$ cat config.mk
export PLATFORM = sky130hd
export DESIGN_NAME = multicycle_controller_flat
export DESIGN_NICKNAME = d
export VERILOG_FILES = /design/src/rtl/multicycle_controller_if.sv /design/src/rtl/multicycle_controller.sv /design/src/flat_wrapper.sv
export SDC_FILE = /design/constraint.sdc
export NUM_CORES = 1
export LEC_CHECK = 0
export ABC_AREA = 1
export BUFFER_PORTS_ARGS = -buffer_cell sky130_fd_sc_hd__buf_4
export CORE_MARGIN = 5
export CORE_UTILIZATION = 44
export CTS_CLUSTER_DIAMETER = 60
export DETAILED_ROUTE_END_ITERATION = 10
export PLACE_DENSITY = 0.8
export SETUP_SLACK_MARGIN = 0.05
export SLEW_MARGIN = 20
export SYNTH_ARGS = -nofsm -noshare
export SYNTH_HDL_FRONTEND = slang
export SYNTH_SLANG_ARGS = --single-unit
$ cat constraint.sdc
create_clock -name clk -period 1.7 [get_ports clk]
set_input_delay 0.085 -clock clk [delete_from_list [all_inputs] [get_ports clk]]
set_output_delay 0.085 -clock clk [all_outputs]
set_load 0.02 [all_outputs]
$ cat src/rtl/multicycle_controller_if.sv
// Shared memory-port handshake between the multi-cycle controller and the memory.
// The controller owns the request side; memory answers with mem_ready.
interface multicycle_controller_if;
    logic mem_req;
    logic mem_write;
    logic adr_src;
    logic mem_ready;

    modport master (output mem_req, output mem_write, output adr_src, input mem_ready);
    modport slave  (input mem_req, input mem_write, input adr_src, output mem_ready);
endinterface

$ cat src/rtl/multicycle_controller.sv
// Sequencing FSM for the multi-cycle RV32I core (shared memory port and ALU).
// Optional MC_CTRL_ILLEGAL_TRAP_EN: undecoded opcodes trap instead of retiring as NOP.
//
// state       | meaning
// FETCH    0  | read instruction at PC, PC <= PC+4
// DECODE   1  | ALUOut <= OldPC+imm, dispatch on opcode
// MEMADR   2  | ALUOut <= rs1+imm
// MEMREAD  3  | load data from ALUOut address
// MEMWB    4  | rd <= Data
// MEMWRITE 5  | store to ALUOut address
// EXECR    6  | rs1 op rs2
// EXECI    7  | rs1 op imm
// ALUWB    8  | rd <= ALUOut
// BRANCH   9  | compare, PC <= target if taken
// JAL     10  | PC <= target, ALUOut <= OldPC+4
// JALR    11  | PC <= rs1+imm
// LINK    12  | ALUOut <= OldPC+4
// LUI     13  | ALUOut <= 0+imm
// TRAP    14  | illegal opcode, hold until reset
module multicycle_controller (
    input  logic                           clk,
    input  logic                           reset,
    multicycle_controller_if.master        mem,
    input  logic [6:0]                     opcode,
    input  logic [2:0]                     funct3,
    input  logic                           funct7b5,
    input  logic                           branch_taken,
    output logic                           ir_write,
    output logic                           pc_write,
    output logic                           reg_write,
    output logic [1:0]                     alu_src_a,
    output logic [1:0]                     alu_src_b,
    output logic [2:0]                     alu_control,
    output logic                           alu_mod,
    output logic [1:0]                     result_src,
    output logic                           retire,
    output logic                           illegal,
    output logic [3:0]                     state
);
    typedef enum logic [3:0] {
        S_FETCH    = 4'd0,
        S_DECODE   = 4'd1,
        S_MEMADR   = 4'd2,
        S_MEMREAD  = 4'd3,
        S_MEMWB    = 4'd4,
        S_MEMWRITE = 4'd5,
        S_EXECR    = 4'd6,
        S_EXECI    = 4'd7,
        S_ALUWB    = 4'd8,
        S_BRANCH   = 4'd9,
        S_JAL      = 4'd10,
        S_JALR     = 4'd11,
        S_LINK     = 4'd12,
        S_LUI      = 4'd13,
        S_TRAP     = 4'd14,
        S_UNUSED   = 4'd15
    } state_t;

    state_t state_q, state_d;
    logic   legal;

    logic       mem_req_c, mem_write_c, adr_src_c;
    logic       ir_write_c, pc_write_c, reg_write_c, retire_c, alu_mod_c, illegal_c;
    logic [1:0] src_a_c, src_b_c, result_src_c;
    logic [2:0] alu_control_c;

    always_comb begin
        legal = 1'b1;
        case (opcode)
            7'b0000011, 7'b0100011, 7'b0110011, 7'b0010011,
            7'b1100011, 7'b1101111, 7'b1100111, 7'b0110111,
            7'b0010111: legal = 1'b1;
            default:    legal = 1'b0;
        endcase
    end

    always_ff @(posedge clk) begin
        if (reset) state_q <= S_FETCH;
        else       state_q <= state_d;
    end

    always_comb begin
        state_d = state_q;
        case (state_q)
            S_FETCH:    if (mem.mem_ready) state_d = S_DECODE;
            S_DECODE: begin
                case (opcode)
                    7'b0000011, 7'b0100011: state_d = S_MEMADR;
                    7'b0110011:             state_d = S_EXECR;
                    7'b0010011:             state_d = S_EXECI;
                    7'b1100011:             state_d = S_BRANCH;
                    7'b1101111:             state_d = S_JAL;
                    7'b1100111:             state_d = S_JALR;
                    7'b0110111:             state_d = S_LUI;
                    7'b0010111:             state_d = S_ALUWB;
`ifdef MC_CTRL_ILLEGAL_TRAP_EN
                    default:                state_d = S_TRAP;
`else
                    default:                state_d = S_FETCH;
`endif
                endcase
            end
            S_MEMADR:   state_d = opcode[5] ? S_MEMWRITE : S_MEMREAD;
            S_MEMREAD:  if (mem.mem_ready) state_d = S_MEMWB;
            S_MEMWB:    state_d = S_FETCH;
            S_MEMWRITE: if (mem.mem_ready) state_d = S_FETCH;
            S_EXECR, S_EXECI, S_JAL, S_LINK, S_LUI: state_d = S_ALUWB;
            S_ALUWB, S_BRANCH: state_d = S_FETCH;
            S_JALR:     state_d = S_LINK;
`ifdef MC_CTRL_ILLEGAL_TRAP_EN
            S_TRAP:     state_d = S_TRAP;
`endif
            default:    state_d = S_FETCH;
        endcase
    end

    always_comb begin
        mem_req_c     = 1'b0;
        mem_write_c   = 1'b0;
        adr_src_c     = 1'b0;
        ir_write_c    = 1'b0;
        pc_write_c    = 1'b0;
        reg_write_c   = 1'b0;
        retire_c      = 1'b0;
        alu_mod_c     = 1'b0;
        illegal_c     = 1'b0;
        src_a_c       = 2'b00;
        src_b_c       = 2'b00;
        result_src_c  = 2'b00;
        alu_control_c = 3'b000;
        case (state_q)
            S_FETCH: begin
                mem_req_c    = 1'b1;
                src_b_c      = 2'b10;
                result_src_c = 2'b10;
                ir_write_c   = mem.mem_ready;
                pc_write_c   = mem.mem_ready;
            end
            S_DECODE: begin
                src_a_c = 2'b01;
                src_b_c = 2'b01;
`ifndef MC_CTRL_ILLEGAL_TRAP_EN
                retire_c = ~legal;
`endif
            end
            S_MEMADR: begin
                src_a_c = 2'b10;
                src_b_c = 2'b01;
            end
            S_MEMREAD: begin
                mem_req_c = 1'b1;
                adr_src_c = 1'b1;
            end
            S_MEMWB: begin
                result_src_c = 2'b01;
                reg_write_c  = 1'b1;
                retire_c     = 1'b1;
            end
            S_MEMWRITE: begin
                mem_req_c   = 1'b1;
                mem_write_c = 1'b1;
                adr_src_c   = 1'b1;
                retire_c    = mem.mem_ready;
            end
            S_EXECR: begin
                src_a_c       = 2'b10;
                alu_control_c = funct3;
                alu_mod_c     = funct7b5 & ((funct3 == 3'b000) | (funct3 == 3'b101));
            end
            S_EXECI: begin
                src_a_c       = 2'b10;
                src_b_c       = 2'b01;
                alu_control_c = funct3;
                alu_mod_c     = funct7b5 & (funct3 == 3'b101);
            end
            S_ALUWB: begin
                reg_write_c = 1'b1;
                retire_c    = 1'b1;
            end
            S_BRANCH: begin
                src_a_c       = 2'b10;
                alu_control_c = funct3;
                pc_write_c    = branch_taken;
                retire_c      = 1'b1;
            end
            S_JAL: begin
                src_a_c    = 2'b01;
                src_b_c    = 2'b10;
                pc_write_c = 1'b1;
            end
            S_JALR: begin
                src_a_c      = 2'b10;
                src_b_c      = 2'b01;
                result_src_c = 2'b10;
                pc_write_c   = 1'b1;
            end
            S_LINK: begin
                src_a_c = 2'b01;
                src_b_c = 2'b10;
            end
            S_LUI: begin
                src_a_c = 2'b11;
                src_b_c = 2'b01;
            end
`ifdef MC_CTRL_ILLEGAL_TRAP_EN
            S_TRAP:  illegal_c = 1'b1;
`endif
            default: ;
        endcase
    end

    // Reset masks everything immediately so a pending request drops without waiting for an edge.
    assign mem.mem_req   = mem_req_c   & ~reset;
    assign mem.mem_write = mem_write_c & ~reset;
    assign mem.adr_src   = adr_src_c   & ~reset;
    assign ir_write      = ir_write_c  & ~reset;
    assign pc_write      = pc_write_c  & ~reset;
    assign reg_write     = reg_write_c & ~reset;
    assign retire        = retire_c    & ~reset;
    assign alu_mod       = alu_mod_c   & ~reset;
    assign illegal       = illegal_c   & ~reset;
    assign alu_src_a     = reset ? 2'b00  : src_a_c;
    assign alu_src_b     = reset ? 2'b00  : src_b_c;
    assign result_src    = reset ? 2'b00  : result_src_c;
    assign alu_control   = reset ? 3'b000 : alu_control_c;
    assign state         = state_q;
endmodule
$ cat src/flat_wrapper.sv
// flat-port wrapper written by rule: the top's interface ports become plain ports
module multicycle_controller_flat 
  (clk, reset, opcode, funct3, funct7b5, branch_taken, ir_write, pc_write, reg_write, alu_src_a, alu_src_b, alu_control, alu_mod, result_src, retire, illegal, state, mem_mem_req, mem_mem_write, mem_adr_src, mem_mem_ready);
  multicycle_controller_if mem_i ();
  input  logic clk;
  input  logic reset;
  input  logic [6:0] opcode;
  input  logic [2:0] funct3;
  input  logic funct7b5;
  input  logic branch_taken;
  output logic ir_write;
  output logic pc_write;
  output logic reg_write;
  output logic [1:0] alu_src_a;
  output logic [1:0] alu_src_b;
  output logic [2:0] alu_control;
  output logic alu_mod;
  output logic [1:0] result_src;
  output logic retire;
  output logic illegal;
  output logic [3:0] state;
  output wire logic [$bits(mem_i.mem_req)-1:0] mem_mem_req;
  output wire logic [$bits(mem_i.mem_write)-1:0] mem_mem_write;
  output wire logic [$bits(mem_i.adr_src)-1:0] mem_adr_src;
  input wire logic [$bits(mem_i.mem_ready)-1:0] mem_mem_ready;
  assign mem_mem_req = mem_i.mem_req;
  assign mem_mem_write = mem_i.mem_write;
  assign mem_adr_src = mem_i.adr_src;
  assign mem_i.mem_ready = mem_mem_ready;
  multicycle_controller u_core (.clk(clk), .reset(reset), .mem(mem_i), .opcode(opcode), .funct3(funct3), .funct7b5(funct7b5), .branch_taken(branch_taken), .ir_write(ir_write), .pc_write(pc_write), .reg_write(reg_write), .alu_src_a(alu_src_a), .alu_src_b(alu_src_b), .alu_control(alu_control), .alu_mod(alu_mod), .result_src(result_src), .retire(retire), .illegal(illegal), .state(state));
endmodule
# --- After elaboration in Yosys (flattened, before gate mapping) ---
# Cells that the tools add are included.
word_totals:
  word_cells: 80
  output_inout_bits: 22
  mem_count: 0
  mem_bits_rw: 0
  register_bits: 4
  latch_bits: 0
  inputBits: 15
  rom_bits: 0
classes:
  bitwise_logic: 13
  n_div: 0
  magnitude_cmp: 0
  shift: 0
  n_mux: 23
  reduce_logical: 17
  n_eq_ne: 26
  mul: 0
  add_sub_neg: 0
ops:
  columns: ["cell", "n"]
  rows:
  - ["4-bit case mux with 8 select lines", 1]
  - ["4-bit case mux with 7 select lines", 1]
  - ["4-bit equality test, second input constant", 6]
  - ["7-bit by 6-bit equality test with 1-bit output, second input constant", 3]
  - ["7-bit equality test, second input constant", 3]
  - ["4-bit by 3-bit equality test with 1-bit output, second input constant", 4]
  - ["3-bit OR reduction", 5]
  - ["5-bit OR reduction", 3]
  - ["7-bit by 5-bit equality test with 1-bit output, second input constant", 2]
  - ["4-bit 2-to-1 mux", 3]
  - ["1-bit bitwise AND", 10]
  - ["2-bit OR reduction", 5]
  - ["3-bit 2-to-1 mux", 3]
  - ["9-bit OR reduction", 1]
  - ["4-bit by 2-bit equality test with 1-bit output, second input constant", 2]
  - ["2-bit case mux with 2 select lines", 2]
  - ["7-bit by 2-bit equality test with 1-bit output, second input constant", 1]
  - ["1-bit 2-to-1 mux", 6]
  - ["2-bit 2-to-1 mux", 3]
  - ["2-bit inequality test, second input constant", 3]
  - ["1-bit case mux with 3 select lines", 2]
  - ["2-bit case mux with 3 select lines", 1]
  - ["4-bit by 1-bit equality test with 1-bit output, second input constant", 1]
  - ["4-bit logical NOT", 1]
  - ["other kinds (6)", 7]

# --- Longest topological paths before layout ---
# Gate-level depths: netlist of the first run.
depth:
  depth_word: 6
  depth_mapped: 10
  depth_no_buf: 10

# --- Worst setup path before layout of the first run ---
# OpenSTA, ideal clock, no wires.
synth_path:
  path_kind: "reg-to-output"
  from: "reg u_core.state_q[2], in the netlist u_core.state[2]"
  to: "out result_src[0]"
  n_path_buf: 0
  required_time_ns: 1.615
  path_stages_with_launch: 5
  t_arrival_ns: 1.459
  path_slack_ns: 0.156
  path_cell_list: "dfxtp_1 inv_2 nor2_4 inv_2 nor4_1"
synth_via:
  elab_chain_len: 4
  elab_cells_between_ends: 6
  cone_classes: "2 x eq/ne; 2 x mux; 2 x reduce/logical"
synth_rtl:
  columns: ["item", "line_no", "text"]
  rows:
  - ["from (decl)", "multicycle_controller.sv:59", "state_t state_q, state_d;"]
  - ["from (signal assigned)", "multicycle_controller.sv:79", "else state_q <= state_d;"]
  - ["4-bit equality test / 4-bit logical NOT (equally long branches)", "multicycle_controller.sv:131", "case (state_q)"]
  - ["2-bit OR reduction (no source line)", null, null]
  - ["2-bit case mux with 2 select lines (*)", "multicycle_controller.sv:131", null]
  - ["2-bit 2-to-1 mux (*)", "multicycle_controller.sv:224", "assign result_src = reset ? 2'b00 : result_src_c;"]
  - ["to (decl)", "flat_wrapper.sv:18", "output logic [1:0] result_src;"]
# Mark *: on every way between the ends. The rest lies on a longest branch, timed or not.

# --- Worst setup path in the final report of the first run ---
layout_path:
  from: "reg u_core.state_q[2], in the netlist u_core.state[2]"
  to: "out retire"
layout_via:
  elab_chain_len: 4
  elab_cells_between_ends: 8
  cone_classes: "5 x eq/ne; 1 x mux; 1 x bitwise; 1 x reduce/logical"
layout_rtl:
  columns: ["item", "line_no", "text"]
  rows:
  - ["4-bit equality test / 4-bit by 3-bit equality test with 1-bit output (equally long branches)", "multicycle_controller.sv:131", null]
  - ["3-bit OR reduction (no source line)", null, null]
  - ["1-bit case mux with 3 select lines (*)", "multicycle_controller.sv:131", null]
  - ["1-bit bitwise AND (*)", "multicycle_controller.sv:219", "assign retire = retire_c & ~reset;"]
  - ["to (decl)", "flat_wrapper.sv:19", "output logic retire;"]
# Marks and branches as above.

==> results of run 1 <==
[worst max-delay path, stage by stage, from the launching register on]
cell and delay (ps):
dfxtp_4 380, inv_2 60, nand2_2 100, inv_2 70, o21ai_2 130, o21ai_1 110
a21oi_1 150, a21oi_1 80, buf_4 160
[metal layers]
layer | track usage | vias up | share of wire
li1 | - | 470 | -
met2 | 0.280 | 51 | 0.51
met5 | 0 | - | 0
met3 | 0.0392 | 2 | 0.085
met1 | 0.204 | 397 | 0.40
met4 | 0.0742 | 0 | 0.0074
[cell families (layout without fill, tap and decap cells)]
logic type,Yosys count,in the layout
AOI/OAI and AO/OA,22,22
DFF,4,4
buffers and inverters,29,63
and+or+nand+nor,70,70
other,1,1
[report_power, final]
part | total [mW] | switching [mW] | internal, mW
combinational | 0.184 | 0.108 | 0.0763
clock | 0.116 | 0.0374 | 0.0788
sequential | 0.106 | 0.0105 | 0.0955
[metrics by stage]
step | area (sq um) | power (mW) | worst slack, ps | std cells | util
floorplan | 688 | 0.220 | 156 | 126 | -
global placement | 945 | 0.286 | 226 | 173 | 0.634
detailed placement | 945 | 0.290 | 228 | 173 | 0.634
CTS | 971 | 0.408 | 104 | 176 | 0.652
global route | 985 | 0.444 | 53.8 | 176 | 0.661
finish | 985 | 0.407 | 155 | 176 | 0.661
[what timing repair did]
action / CTS / global route
endpoints found under the setup margin: 6 / 9
hold buffers: 0 / 0
gates resized for setup: 3 / 6
buffers inserted: 0 / 0
[synth_stat cells, types with 2 or more instances]
cell and number:
o21ai_0 2, inv_1 18, a31oi_1 4, inv_2 6, dfxtp_1 4, nor2_4 3
nand2_2 5, nand2_1 28, a21oi_1 8, buf_4 3, nand3_2 2, o21ai_1 4
nor2_1 15, nand3_1 12
[final cells by class]
| type | instances | area (sq um) |
|---|---|---|
| fillers | 138 | 504 |
| multi-input cells | 93 | 490 |
| repair buffers | 35 | 263 |
| inverters | 25 | 96.3 |
| flip-flops and latches | 4 | 92.6 |
| clock buffers | 3 | 22.5 |
| well taps | 16 | 20.0 |
[final timing paths]
kind | end | cells past startpoint | slack (ps)
worst max-delay path | retire | 8 | 160
worst min-delay path | u_core.state[2] | 2 | 120
worst max register to register | u_core.state[2] | 6 | 560
worst min register to register | u_core.state[0] | 2 | 570
==> results.py, run 1 <==
metrics = {
    "clock_tree": {
        "cts_buffers": 3,
        "ctsLongestPathBuffers": 2,
        "cts.sink_count": 4,
        "cts.htree.levels": 1,
        "clk-insertion-delay-late_ps": 240,
        "tritoncts": "done",
        "clock_tree_root": "clkbuf_4",
        "worst_setup_hold_path_clk_slew_ps": 30,
    },
    "synth": {
        "postSynth.asyncResetShare": 0,
        "yosys_register_bits": 4,
        "syn_avg_cell_area_sq_um": 5.46,
        "synth.yosys.warnings": 0,
        "synth.top_cells.by_area": "nand2_1 15%, dfxtp_1 12%, inv_1 9.8%, nand3_1 8.7%, nor2_1 8.2%",
        "synth.cell_area_sq_um": 688,
        "mappedNetlistNets": 141,
        "proportion_of_synthesized_chip_area_in_sequential_cells": 0.116,
        "ys_dominant_reg_cell": "dfxtp_1",
        "postSynthCellCount": 126,
        "post_synth_fa_ha_maj_area_fraction": 0,
        "synth-simple-area-share": 0.516,
        "synth_top_family_by_area": "simple AND/OR/NAND/NOR gates",
        "synth_enable_flop_cells": 0,
        "synth.area.mux_share": 0,
        "synth_xor_area_frac": 0,
        "synth_area_leader_cell": "nand2_1",
        "fraction_of_the_mapped_netlist_area_in_compound_gates": 0.184,
        "synth.distinct_cells": 26,
        "synth_top_area_share": 0.153,
    },
    "layout": {
        "mostFrequentLayoutCells": "35 x buf_4, 27 x nand2_1, 18 x inv_1, 14 x nor2_1, 12 x nand3_1",
        "largest_reg_flops": 4,
        "layout_overhead_on_the_synthesized_area_pct": 43.1,
        "fin_nets": 177,
        "layout.cells.most_common": "buf_4",
        "final_layout_size_suffix_gt1_frac": 0.406,
        "antenna_cells_inserted": 0,
    },
    "global_route": {
        "grt_first_pass_wirelength_mm": 3.44,
        "grt_remaining_overflow": 0,
        "maximum_number_of_pins_on_one_net_before_global_route_repair": 16,
        "via_count_of_the_first_global_routing_pass": 843,
        "grt_usage": 0.169,
        "antenna_found_initial": 0,
    },
    "detailed_routing": {
        "drc": 0,
        "vias": 920,
        "drt-pass1-iter-count": 4,
        "wl_mm": 2.16,
        "post_drt_via_cell_ratio": 5.23,
        "drt_first_iter_violations": 32,
        "drt-wirelength-per-cell_um": 12.3,
        "post_drt_antenna_nets": 0,
    },
    "die": {
        "die_y_um": 49.5,
        "io_pins": 37,
        "fp-row-count": 14,
        "design.die.area_sq_mm": 0.00245,
        "core_region_area_sq_mm": 0.00149,
        "die-width_um": 49.5,
        "floorplan.initialDensity": 0.462,
    },
    "placement": {
        "dp.final_hpwl_mm": 1.76,
        "portBuffers": 35,
        "globalplace.congestion": 0.919,
    },
    "pwr": {
        "vdd_ir_drop_max_mv": 0.409,
        "cellLeakagePower_nw": 0.552,
        "power_density_mw_per_mm2": 413,
    },
    "min_path": {
        "hold_path.class": "input pin to register",
        "holdCritStartpoint": "reset",
    },
    "setup_path": {
        "worst-endpoint-arrival_ps": 1460,
        "timing.critical_path.from": "u_core.state[2]",
        "timing.critical_path.from_type": "register",
        "worst_ep_required_time_ps": 1620,
        "timing.critical_path.to_type": "output pin",
        "critPathKind": "register to output pin",
        "r2r_start": "u_core.state[2]",
        "top_fanout_value_on_the_critical_path": 5,
    },
    "sta": {
        "post-route-min-period_ps": 1540,
        "finalMaxSlewViolations": 0,
        "rsz_0062_raised_after_global_routing": "no",
        "fin_skew_ps": 4.99,
        "hold_violations": 0,
        "setup_tns_ps": 0,
        "peak_freq_mhz": 647,
        "post_route_hold_slack_ps": 124,
        "crit_share_post_route": 0.909,
        "setup_viol": 0,
    },
    "outcome": {
        "status": "complete, no violations",
    },
    "run": {
        "max-cap-violations": 0,
    },
}
(Power assumes the default switching activity.)
==> run 2, diff against run 1 <==
Settings changed: ABC_AREA 1 to 0, PLACE_DENSITY 0.8 to 0.78.
==> results.py, run 2 <==
metrics = {
    "outcome": {
        "status": "complete, no violations",
    },
    "layout": {
        "final_core_utilization": 0.682,
        "layout.cells.most_common": "buf_4",
        "final_cell_area_excluding_filler_cells_sq_mm": 0.00114,
        "largest_reg_flops": 4,
        "final_layout_size_suffix_gt1_frac": 0.428,
        "mostFrequentLayoutCells": "46 x buf_4, 12 x a21oi_1, 11 x nor2_1, 8 x nand2_1, 6 x nand2b_1",
        "layout.filler_cells": 149,
        "antenna_cells_inserted": 0,
        "layout_overhead_on_the_synthesized_area_pct": 51.3,
        "final-instance-count-excl-fill": 169,
        "fin_nets": 169,
    },
    "synth": {
        "synth_area_leader_cell": "dfxtp_1",
        "postSynth.asyncResetShare": 0,
        "ys_dominant_reg_cell": "dfxtp_1",
        "synth_enable_flop_cells": 0,
        "synth.yosys.warnings": 0,
        "synth.top_cells.by_area": "dfxtp_1 11%, a21oi_1 8.0%, nor2_1 6.0%, nand2b_1 5.0%, nor2b_1 4.2%",
        "mappedNetlistNets": 127,
        "syn_avg_cell_area_sq_um": 6.73,
        "synth_top_area_share": 0.106,
        "proportion_of_synthesized_chip_area_in_sequential_cells": 0.106,
        "postSynthCellCount": 112,
        "synth.distinct_cells": 46,
        "yosys-top-cells-count": "12 x a21oi_1, 12 x nor2_1, 8 x nand2_1, 6 x nand2b_1",
        "synth.cell_area_sq_um": 753,
        "yosys_register_bits": 4,
    },
    "global_route": {
        "via_count_of_the_first_global_routing_pass": 826,
        "maximum_number_of_pins_on_one_net_before_global_route_repair": 14,
        "grt_remaining_overflow": 0,
        "antenna_found_initial": 0,
        "grt_usage": 0.184,
        "grt_first_pass_wirelength_mm": 3.82,
    },
    "die": {
        "die_y_um": 51.4,
        "design.die.area_sq_mm": 0.00264,
        "fp-row-count": 15,
        "floorplan.initialDensity": 0.451,
        "io_pins": 37,
        "core_region_area_sq_mm": 0.00167,
        "die-width_um": 51.4,
    },
    "sta": {
        "finalMaxSlewViolations": 0,
        "peak_freq_mhz": 619,
        "fin_skew_ps": 6.07,
        "rsz_0062_raised_after_global_routing": "yes",
        "setup_viol": 0,
        "hold_violations": 0,
        "crit_share_post_route": 0.951,
        "setup_tns_ps": 0,
        "post-route-min-period_ps": 1620,
    },
    "clock_tree": {
        "tritoncts": "done",
        "worst_setup_hold_path_clk_slew_ps": 50,
        "clock_tree_root": "clkbuf_4",
        "cts.htree.levels": 1,
        "ctsLongestPathBuffers": 2,
        "cts.sink_count": 4,
        "clk-insertion-delay-late_ps": 250,
        "cts_buffers": 3,
    },
    "detailed_routing": {
        "wl_mm": 2.48,
        "drt-pass1-iter-count": 4,
        "drt-wirelength-per-cell_um": 14.6,
        "drc": 0,
        "drt_first_iter_violations": 15,
        "vias": 998,
        "post_drt_via_cell_ratio": 5.91,
        "post_drt_antenna_nets": 0,
    },
    "setup_path": {
        "timing.critical_path.from_type": "register",
        "worst-endpoint-arrival_ps": 1530,
        "critPathKind": "register to output pin",
        "top_fanout_value_on_the_critical_path": 6,
        "timing.critical_path.to_type": "output pin",
        "worst_ep_required_time_ps": 1620,
    },
    "pwr": {
        "total_power_uw": 388,
        "vdd_ir_drop_max_mv": 0.378,
        "power_density_mw_per_mm2": 340,
        "cellLeakagePower_nw": 0.483,
    },
    "placement": {
        "place_area_sq_mm": 0.00105,
        "dp.final_hpwl_mm": 1.82,
        "globalplace.congestion": 0.833,
        "dp_cells": 162,
        "portBuffers": 35,
    },
    "run": {
        "max-cap-violations": 0,
    },
    "min_path": {
        "hold_path.class": "input pin to register",
    },
}
[run 2: logic make-up after synthesis]
group                  share of synthesized area
AND/OR/NAND/NOR                            0.449
AO/OA/AOI/OAI                              0.304
buffers and inverters                     0.0880
flip-flops                                 0.106
XOR/XNOR                                  0.0349
multiplexers                              0.0133
other                                    0.00498
[run 2: worst paths after layout]
path / from / end / slack, ps / cells past startpoint
worst max-delay path: u_core.state[3] / alu_src_b[0] / 80 / 6
worst min-delay path: reset / u_core.state[1] / 110 / 2
worst max register to register: u_core.state[1] / u_core.state[2] / 270 / 4
worst min register to register: u_core.state[2] / u_core.state[3] / 620 / 2
[run 2: metal layers]
layer | global-route usage | wire length [um]
met2 | 0.320 | 1280
met4 | 0.0131 | 0
met5 | 0 | 0
met1 | 0.234 | 992
met3 | 0.0496 | 203
[run 2: area by class of cell]
cell class,count,area [sq um],share of cell area
tap,17,21.3,0.0187
clock buffer,3,22.5,0.0198
inverter,3,11.3,0.00988
sequential,4,90.1,0.0790
timing repair buffer,46,345,0.303
multi-input combinational,96,649,0.570
[run 2: power by group]
group	total [mW]	switching [mW]	internal, mW	leakage, nW
Clock	0.131	0.0515	0.0798	0.0138
Combinational	0.160	0.0850	0.0747	0.435
Sequential	0.0968	0.00343	0.0934	0.0349
[run 2: timing repair]
item / CTS / global route
pin swaps: 2 / 1
hold buffers: 0 / 0
gates cloned: 0 / 0
buffers inserted: 2 / 2
endpoints found under the hold margin: 0 / 0
gates resized for setup: 7 / 7
endpoints found under the setup margin: 7 / 10
[run 2: worst max-delay path: stages, from the launching register on]
cell	delay, ps
dfxtp_4	360
buf_4	140
nor2b_4	170
nor2b_4	170
nor2_1	50
a311oi_2	220
buf_4	180
[run 2: metrics by stage]
stage	worst slack, ps	hold WS, ps
final	83.2	113
after CTS	55.4	105
after floorplan	68.0	278
after detailed placement	204	371
after global routing	4.86	137
after global placement	245	369
==> run 3, diff against run 2 <==
Settings changed: CTS_BUF_LIST set to sky130_fd_sc_hd__clkbuf_8 sky130_fd_sc_hd__clkbuf_16.
==> results.py, run 3 (synthesis results as in run 2) <==
metrics = {
    "clock_tree": {
        "cts_buffers": 3,
        "cts.htree.levels": 1,
        "clk-insertion-delay-late_ps": 220,
        "post-cts-setup-buffer-count": 0,
        "worst_setup_hold_path_clk_slew_ps": 30,
        "cts.sink_count": 4,
        "clock_tree_root": "clkbuf_8",
        "tritoncts": "done",
        "ctsLongestPathBuffers": 2,
        "hold_buffers": 0,
    },
    "setup_path": {
        "timing.critical_path.buf_inv": 1,
        "crit_family": "simple AND/OR/NAND/NOR gates",
        "timing.critical_path.from": "u_core.state[3]",
        "slowest_stage": "dfxtp_4",
        "worst-endpoint-arrival_ps": 1490,
        "timing.critical_path.from_type": "register",
        "r2r_start": "u_core.state[1]",
        "critPathKind": "register to output pin",
        "reg2regPathDepth": 4,
        "timing.critical_path.to_type": "output pin",
        "worstPathCellList": "nor2b_2, or3_4, a311oi_2, buf_4",
        "top_fanout_value_on_the_critical_path": 9,
        "worst-r2r-setup-slack_ps": 280,
        "timing.rr.end": "u_core.state[2]",
        "critical_path.max_stage_delay_ps": 370,
        "worst_ep_required_time_ps": 1620,
    },
    "pwr": {
        "power_density_mw_per_mm2": 414,
        "vdd_ir_drop_max_mv": 0.412,
        "cellLeakagePower_nw": 0.470,
    },
    "layout": {
        "largest_reg_flops": 4,
        "final-seq-area_sq_um": 90.1,
        "mostFrequentLayoutCells": "42 x buf_4, 12 x a21oi_1, 11 x nor2_1, 8 x nand2_1, 6 x nand2b_1",
        "layout.cells.most_common": "buf_4",
        "final_layout_size_suffix_gt1_frac": 0.405,
        "fin_nets": 165,
        "footprint_of_the_multi_input_gates_sq_um": 639,
        "antenna_cells_inserted": 0,
        "final_cell_area_excluding_filler_cells_sq_mm": 0.00112,
        "layout.filler_cells": 153,
        "layout_overhead_on_the_synthesized_area_pct": 48.5,
    },
    "global_route": {
        "maximum_number_of_pins_on_one_net_before_global_route_repair": 14,
        "via_count_of_the_first_global_routing_pass": 821,
        "antenna_found_initial": 0,
        "grt_usage": 0.182,
        "grt_remaining_overflow": 0,
        "grt_first_pass_wirelength_mm": 3.78,
    },
    "sta": {
        "crit_share_post_route": 0.924,
        "rsz_0062_raised_after_global_routing": "no",
        "setup_ws_ps": 130,
        "peak_freq_mhz": 637,
        "post-route-min-period_ps": 1570,
        "hold_violations": 0,
        "post_route_hold_slack_ps": 133,
        "setup_tns_ps": 0,
        "fin_skew_ps": 1.86,
        "setup_viol": 0,
        "finalMaxSlewViolations": 0,
    },
    "placement": {
        "detailedPlace.worstSlack_ps": 204,
        "portBuffers": 35,
        "dp.final_hpwl_mm": 1.82,
        "place_area_sq_mm": 0.00105,
        "globalplace.congestion": 0.833,
    },
    "die": {
        "die-width_um": 51.4,
        "floorplan.initialDensity": 0.451,
        "core_region_area_sq_mm": 0.00167,
        "fp-row-count": 15,
        "die_y_um": 51.4,
        "io_pins": 37,
        "design.die.area_sq_mm": 0.00264,
    },
    "detailed_routing": {
        "post_drt_via_cell_ratio": 5.76,
        "drt-pass1-iter-count": 4,
        "vias": 951,
        "drc": 0,
        "post_drt_antenna_nets": 0,
        "wl_mm": 2.32,
        "drt-wirelength-per-cell_um": 14.1,
        "drt_first_iter_violations": 17,
    },
    "outcome": {
        "status": "complete, no violations",
    },
    "min_path": {
        "holdCritStartpoint": "reset",
        "min_delay_worst_endpoint": "u_core.state[1]",
        "whs_path_depth": 2,
        "hold_path.class": "input pin to register",
    },
    "run": {
        "max-cap-violations": 0,
    },
}
[run 3: how the worst max path moves through the flow]
stage               slack, ps      endpoint  cells after the start
finish                    130  alu_src_b[0]                      4
floorplan                  70  alu_src_b[1]                      4
global placement          250  alu_src_b[0]                      4
global route               50  alu_src_b[0]                      5
CTS                        50  alu_src_b[0]                      4
detailed placement        200  alu_src_b[0]                      4
[run 3: timing repair]
item,in CTS,in global routing
pin swaps,0,1
endpoints found under the setup margin,5,9
resized for setup,6,6
[run 3: layout make-up]
| cell class | count | share of cell area |
|---|---|---|
| clock buffer | 3 | 0.0369 |
| sequential | 4 | 0.0805 |
| inverter | 3 | 0.0101 |
| multi-input combinational | 96 | 0.572 |
| timing repair buffer | 42 | 0.282 |
| tap | 17 | 0.0190 |
[run 3: where the power goes]
group          leakage, nW  internal [mW]  switching [mW]
registers           0.0349         0.0937         0.00370
clock network       0.0216          0.152          0.0568
logic                0.413         0.0735          0.0832
[run 3: through the flow]
| stage | util | cells | power (mW) |
|---|---|---|---|
| 6_report | 0.670 | 165 | 0.463 |
| 5_1_grt | 0.670 | 165 | 0.492 |
| 4_1_cts | 0.659 | 165 | 0.467 |
| 3_5_place_dp | 0.627 | 162 | 0.256 |
| 3_3_place_gp | 0.627 | 162 | 0.253 |
| 2_1_floorplan | - | 112 | 0.188 |
[run 3: per-layer routing]
metal,global-route usage,part of all wire,vias to the layer above
met5,0,0,-
met4,0.0131,0,0
met3,0.0496,0.093,0
met2,0.316,0.50,43
met1,0.231,0.41,432
li1,-,-,476
